[config.mk]
export PLATFORM = sky130hd
export DESIGN_NAME = dmac_w_sequencer
export DESIGN_NICKNAME = d
export VERILOG_FILES = /design/src/rtl/dmac_w_sequencer_pkg.sv /design/src/rtl/dmac_wseq_fifo.sv /design/src/rtl/dmac_w_sequencer.sv
export SDC_FILE = /design/constraint.sdc
export NUM_CORES = 1
export LEC_CHECK = 0
export CORE_AREA = 2 2 108 84
export CTS_CLUSTER_DIAMETER = 50
export DETAILED_ROUTE_END_ITERATION = 8
export DIE_AREA = 0 0 110 86
export MAX_ROUTING_LAYER = met4
export PLACE_DENSITY = 0.74
export SLEW_MARGIN = 20
export SYNTH_ARGS = -nofsm -noshare
export SYNTH_HDL_FRONTEND = slang
export SYNTH_SLANG_ARGS = --single-unit
[constraint.sdc]
create_clock -name clk -period 2.6 [get_ports clk]
set_input_delay 0.26 -clock clk [delete_from_list [all_inputs] [get_ports clk]]
set_output_delay 0.26 -clock clk [all_outputs]
set_load 0.01 [all_outputs]
[src/rtl/dmac_w_sequencer_pkg.sv]
// Shared types and widths for the DMAC write-data sequencer.
package DMAC_WSEQ_pkg;

   localparam int ID_W   = 4;
   localparam int LEN_W  = 4;
   localparam int DATA_W = 32;
   localparam int STRB_W = 4;

   typedef struct packed {
      logic [ID_W-1:0]  id;
      logic [LEN_W-1:0] len;
   } wseq_entry_t;

endpackage

[src/rtl/dmac_wseq_fifo.sv]
// In-order queue of accepted AW bursts; head is the burst that owns the W channel.
module dmac_wseq_fifo
   import DMAC_WSEQ_pkg::*;
#(
   parameter int DEPTH = 4
) (
   input  logic        clk,
   input  logic        rst_n,
   input  logic        push,
   input  logic        pop,
   input  wseq_entry_t din,
   output logic        full,
   output logic        empty,
   output wseq_entry_t head
);

   localparam int PTR_W = $clog2(DEPTH);

   wseq_entry_t      mem [DEPTH];
   logic [PTR_W-1:0] wr_ptr;
   logic [PTR_W-1:0] rd_ptr;
   logic [PTR_W:0]   count;
   logic             do_push;
   logic             do_pop;

   assign full    = (count == (PTR_W+1)'(DEPTH));
   assign empty   = (count == '0);
   assign do_push = push & ~full;
   assign do_pop  = pop & ~empty;
   assign head    = mem[rd_ptr];

   // Storage needs no reset: head is only consumed while the queue is non-empty.
   always_ff @(posedge clk) begin
      if (do_push) mem[wr_ptr] <= din;
   end

   always_ff @(posedge clk or negedge rst_n) begin
      if (!rst_n) begin
         wr_ptr <= '0;
         rd_ptr <= '0;
         count  <= '0;
      end else begin
         if (do_push) wr_ptr <= wr_ptr + 1'b1;
         if (do_pop)  rd_ptr <= rd_ptr + 1'b1;
         case ({do_push, do_pop})
            2'b10:   count <= count + 1'b1;
            2'b01:   count <= count - 1'b1;
            default: count <= count;
         endcase
      end
   end

endmodule

[src/rtl/dmac_w_sequencer.sv]
// Orders DMAC W data to follow AW order and never interleave bursts.
// Optional sticky beat-count checker enabled by DMAC_WSEQ_ERR_EN.
module dmac_w_sequencer
   import DMAC_WSEQ_pkg::*;
#(
   parameter int N_CH  = 4,
   parameter int DEPTH = 4
) (
   input  logic                     clk,
   input  logic                     rst_n,
   input  logic                     awvalid_i,
   output logic                     awready_o,
   input  logic [ID_W-1:0]          awid_i,
   input  logic [LEN_W-1:0]         awlen_i,
   output logic                     awvalid_o,
   input  logic                     awready_i,
   input  logic [N_CH-1:0]          wvalid_vec_i,
   input  logic [N_CH*DATA_W-1:0]   wdata_vec_i,
   input  logic [N_CH*STRB_W-1:0]   wstrb_vec_i,
   input  logic [N_CH-1:0]          wlast_vec_i,
   output logic [N_CH-1:0]          wready_vec_o,
   output logic [ID_W-1:0]          wid_o,
   output logic [DATA_W-1:0]        wdata_o,
   output logic [STRB_W-1:0]        wstrb_o,
   output logic                     wlast_o,
   output logic                     wvalid_o,
`ifdef DMAC_WSEQ_ERR_EN
   output logic                     err_o,
`endif
   input  logic                     wready_i
);

   logic             full;
   logic             empty;
   logic             push;
   logic             pop;
   logic             w_hs;
   wseq_entry_t      head;
   wseq_entry_t      aw_entry;
   logic [LEN_W-1:0] beat_cnt;

   // No full-to-push bypass: a pop in the same cycle does not open the AW path.
   assign awvalid_o = awvalid_i & ~full;
   assign awready_o = awready_i & ~full;
   assign push      = awvalid_o & awready_i;
   assign aw_entry  = '{id: awid_i, len: awlen_i};

   dmac_wseq_fifo #(
      .DEPTH (DEPTH)
   ) u_fifo (
      .clk   (clk),
      .rst_n (rst_n),
      .push  (push),
      .pop   (pop),
      .din   (aw_entry),
      .full  (full),
      .empty (empty),
      .head  (head)
   );

   // A head id outside the channel range matches nothing and stalls the queue.
   always_comb begin
      wvalid_o     = 1'b0;
      wready_vec_o = '0;
      wid_o        = '0;
      wdata_o      = '0;
      wstrb_o      = '0;
      wlast_o      = 1'b0;
      for (int i = 0; i < N_CH; i++) begin
         if (!empty && head.id == ID_W'(i)) begin
            wvalid_o        = wvalid_vec_i[i];
            wready_vec_o[i] = wready_i;
            wid_o           = head.id;
            wdata_o         = wdata_vec_i[i*DATA_W +: DATA_W];
            wstrb_o         = wstrb_vec_i[i*STRB_W +: STRB_W];
            wlast_o         = wlast_vec_i[i];
         end
      end
   end

   assign w_hs = wvalid_o & wready_i;
   assign pop  = w_hs & wlast_o;

   always_ff @(posedge clk or negedge rst_n) begin
      if (!rst_n) begin
         beat_cnt <= '0;
      end else if (w_hs) begin
         beat_cnt <= wlast_o ? '0 : beat_cnt + 1'b1;
      end
   end

`ifdef DMAC_WSEQ_ERR_EN
   always_ff @(posedge clk or negedge rst_n) begin
      if (!rst_n) begin
         err_o <= 1'b0;
      end else if (w_hs && (wlast_o != (beat_cnt == head.len))) begin
         err_o <= 1'b1;
      end
   end
`else
   logic unused_len;
   assign unused_len = ^{beat_cnt, head.len};
`endif

endmodule

==> flow_metrics.py, run 1 <==
metrics = {
    "run_status": {
        "status": "finished, violations left",
        "failing_checks": "negative setup slack",
    },
    "timing": {
        "setup_tns_ns": -1.69,
        "fin_ws_ns": -0.112,
        "timing.final.crit_share_pct": 104,
        "finalHoldViolations": 0,
        "slew_headroom_pct": 64.8,
        "worst-slew-pin-transition_ns": 0.523,
        "setup-violations-final": 31,
        "achievable-frequency_mhz": 369,
        "final_max_slew_viol_count": 0,
        "setup_repair_after_global_routing_missed_its_margin": "true",
        "finClkSkew_ns": 0.00712,
        "timing.final.crit_period_ns": 2.71,
    },
    "clock_network": {
        "clk_path_buf_depth": 2,
        "cts_num_sinks": 23,
        "numCtsBuffers": 3,
        "library_cell_used_as_clock_root_buffer": "sky130_fd_sc_hd__clkbuf_8",
        "clock_tree.htree_level_count": 1,
        "post_cts_hold_buffer_count": 0,
        "cts.clk_slew.worst_paths_ns": 0.08,
        "tritoncts": "done",
        "clock_insertion_delay_worst_skew_ns": 0.26,
    },
    "power": {
        "power.density_nw_per_um2": 825,
        "largest_voltage_drop_on_the_vdd_net_v": 0.000532,
        "p_leak_nw": 1.85,
    },
    "yosys": {
        "synth_warnings": 0,
        "synth.lib_cells_used.distinct": 29,
        "synthCells": 179,
        "async_flop_share_pct": 30.4,
        "synth.cell_area_um2": 2360,
        "main_area_contributors_after_synthesis": "sky130_fd_sc_hd__mux4_2, sky130_fd_sc_hd__edfxtp_1, sky130_fd_sc_hd__and2_1",
        "post_synth_top_flop": "sky130_fd_sc_hd__edfxtp_1",
        "synth_largest_type_area_fraction_pct": 37.2,
        "synth_seq_cells": 23,
        "synth_enable_flop_cells": 16,
        "synth_area_per_cell_um2": 13.2,
        "cell_types_with_the_highest_counts_after_synthesis": "sky130_fd_sc_hd__and2_1, sky130_fd_sc_hd__mux4_2, sky130_fd_sc_hd__edfxtp_1",
        "yosys.area.top_type": "sky130_fd_sc_hd__mux4_2",
        "synth.yosys.seq_area_share_pct": 27.8,
    },
    "final_layout": {
        "layout_cells_sized_above_1_pct": 27.7,
        "finish.instance_area_um2": 4720,
        "num-nets-final": 569,
        "antenna_cells": 0,
        "layout-area-overhead-vs-synth_pct": 100,
    },
    "placed_design": {
        "placer_congestion_estimate": 0.766,
        "dp_hpwl_mm": 7.34,
        "portBuffers": 206,
        "postPlaceCellArea_um2": 4550,
    },
    "critical_path": {
        "timing.critical_path.slowest_stage_cell": "sky130_fd_sc_hd__mux4_2",
        "critPathTopFamily": "multiplexers",
        "crit_buf_inv": 4,
        "timing.critical_path.from_type": "flop",
        "path_cells": "mux4_2, buf_4, buf_4, buf_12, mux4_2, and2_1, clkdlybuf4s15_2",
        "timing.setup.critical_path_class": "flop to output pin",
        "critical_path.endpoint_type": "output pin",
        "critical_path_arrival_ns": 2.45,
        "timing.critical_path.fanout_max": 8,
        "crit_path_max_incr_delay_ns": 0.56,
        "setup.reg_to_reg.worst_slack_ns": -0.07,
        "cp_data_required_time_ns": 2.34,
    },
    "global_routing": {
        "grt_start_max_net_pins": 22,
        "groute.usage.overall_pct": 18.4,
        "first_pass_grt_wire_length_mm": 13.0,
        "antenna_found_initial": 0,
        "grt_remaining_overflow": 0,
        "via_count_of_the_first_global_routing_pass": 2496,
    },
    "die": {
        "chipHeight_um": 86,
        "floorplan.die_area_um2": 9460,
        "ioPinCount": 213,
        "placeableCoreArea_um2": 8310,
        "floorplan.rows": 29,
        "initial_core_util_pct": 28.4,
        "chip_width_um": 110,
    },
    "drt": {
        "count_of_tritonroute_iterations_in_the_first_routing_pass": 4,
        "routed_wire_length_mm": 8.75,
        "drt_first_iter_violations": 70,
        "vias_per_cell": 4.68,
        "drcViolationCount": 0,
        "detailroute.via_count": 2364,
        "routed_wl_per_cell_um": 17.3,
        "postRouteAntennaNets": 0,
    },
    "hold_path": {
        "timing.hold.worst.class": "primary input to asynchronous set/reset pin",
    },
    "run": {
        "timing.max_cap.violations": 0,
    },
}
-- final timing paths --
kind | from | to | cells after the start
worst min register to register | u_fifo.count[0] | u_fifo.count[0] | 1
max in group asynchronous | rst_n | u_fifo.rd_ptr[0] | 1
worst min-delay path | rst_n | u_fifo.wr_ptr[1] | 1
min in group clk | u_fifo.count[0] | u_fifo.count[0] | 1
worst max-delay path | u_fifo.rd_ptr[0] | wdata_o[14] | 7
worst max register to register | u_fifo.rd_ptr[0] | u_fifo.count[2] | 12
-- flip-flops by register name, indices dropped and copies added (netlist names) --
register / flops
u_fifo.mem: 16
u_fifo.count: 3
u_fifo.rd_ptr: 2
u_fifo.wr_ptr: 2
-- metrics by stage --
step	power, mW	util (%)	setup WS [ns]	instances	hold slack [ns]
2_1_floorplan	2.41	-	0.0402	180	-0.0356
3_3_place_gp	3.52	54.7	0.00118	491	0.503
3_5_place_dp	3.58	54.7	-0.0304	491	0.536
4_1_cts	3.95	56.8	-0.127	504	0.265
5_1_grt	4.19	56.9	-0.211	505	0.269
6_report	3.90	56.9	-0.112	505	0.251
-- cells in the final DEF, fill, tap and decap left out, types with 2 or more instances in the layout --
cell type	netlist	final
sky130_fd_sc_hd__inv_1	6	5
sky130_fd_sc_hd__nand2_1	7	7
sky130_fd_sc_hd__ha_1	5	4
sky130_fd_sc_hd__buf_6	2	6
sky130_fd_sc_hd__buf_2	0	9
sky130_fd_sc_hd__and2_4	0	2
sky130_fd_sc_hd__clkbuf_8	0	3
sky130_fd_sc_hd__inv_2	1	2
sky130_fd_sc_hd__and2_1	39	37
sky130_fd_sc_hd__xor2_1	3	3
sky130_fd_sc_hd__conb_1	1	2
sky130_fd_sc_hd__clkdlybuf4s15_2	0	20
sky130_fd_sc_hd__a21boi_0	2	2
sky130_fd_sc_hd__mux2i_1	4	4
sky130_fd_sc_hd__dfrtp_1	7	7
sky130_fd_sc_hd__clkdlybuf4s50_1	0	164
sky130_fd_sc_hd__buf_16	0	2
sky130_fd_sc_hd__nor3_1	7	7
sky130_fd_sc_hd__buf_4	2	13
sky130_fd_sc_hd__xnor2_1	3	3
sky130_fd_sc_hd__and3_1	5	4
sky130_fd_sc_hd__dlygate4sd2_1	0	10
sky130_fd_sc_hd__buf_12	4	3
sky130_fd_sc_hd__edfxtp_1	16	16
sky130_fd_sc_hd__clkbuf_2	0	3
sky130_fd_sc_hd__nor2_1	6	6
sky130_fd_sc_hd__o21ai_0	2	2
sky130_fd_sc_hd__mux4_2	39	40
-- repair_timing --
item                                    CTS  global route
endpoints found under the setup margin   42            40
pin swaps                                 1             0
gates resized for setup                 125             7
gates cloned                              2             0
setup buffers                             7             2
-- power by group --
group          switching [mW]  internal, mW  total (mW)
clock                   0.104         0.107       0.211
sequential             0.0601         0.477       0.537
combinational            1.26          1.89        3.15
total                    1.42          2.47        3.90
-- worst register-to-register path, cell delays in order, from the launching register on --
cell	delay [ns]
sky130_fd_sc_hd__dfrtp_1	0.38
sky130_fd_sc_hd__mux4_2	0.56
sky130_fd_sc_hd__buf_6	0.15
sky130_fd_sc_hd__buf_6	0.11
sky130_fd_sc_hd__mux2i_1	0.14
sky130_fd_sc_hd__mux2_4	0.17
sky130_fd_sc_hd__and3_4	0.20
sky130_fd_sc_hd__ha_4	0.14
sky130_fd_sc_hd__inv_2	0.03
sky130_fd_sc_hd__fa_2	0.32
sky130_fd_sc_hd__xor2_1	0.15
sky130_fd_sc_hd__nor2_1	0.11
sky130_fd_sc_hd__xor2_1	0.15
-- routing by layer --
metal | track usage [%] | wire length (um)
met4 | 5.52 | 238
met2 | 33.4 | 4510
met1 | 20.0 | 3220
met5 | - | 0
met3 | 4.10 | 788
-- logic make-up after synthesis --
kind of cell	synth area share (%)
AND/OR/NAND/NOR	15.5
multiplexers	41.0
buffers and inverters	7.53
flip-flops	27.8
AO/OA/AOI/OAI	2.28
adder cells (fa/ha/maj)	3.50
XOR/XNOR	2.23
other	0.159
-- area by class of cell --
type / count / area [um2]
Sequential cell: 23 / 656
Tap cell: 108 / 135
Multi-Input combinational cell: 133 / 1570
Fill cell: 732 / 3580
Inverter: 7 / 26.3
Clock buffer: 3 / 41.3
Timing Repair Buffer: 230 / 2290
Clock inverter: 1 / 5.00
Note: power is estimated with default switching activity, not from simulation.
==> inputs of run 2 (changes only) <==
--- a/config.mk
+++ b/config.mk
@@ -11,7 +11,6 @@
 export DIE_AREA = 0 0 110 86
 export MAX_ROUTING_LAYER = met4
 export PLACE_DENSITY = 0.74
-export SLEW_MARGIN = 20
 export SYNTH_ARGS = -nofsm -noshare
 export SYNTH_HDL_FRONTEND = slang
 export SYNTH_SLANG_ARGS = --single-unit
==> results of run 2 <==
Same layout as run 1: the final DEF is identical, and so are final timing and power.
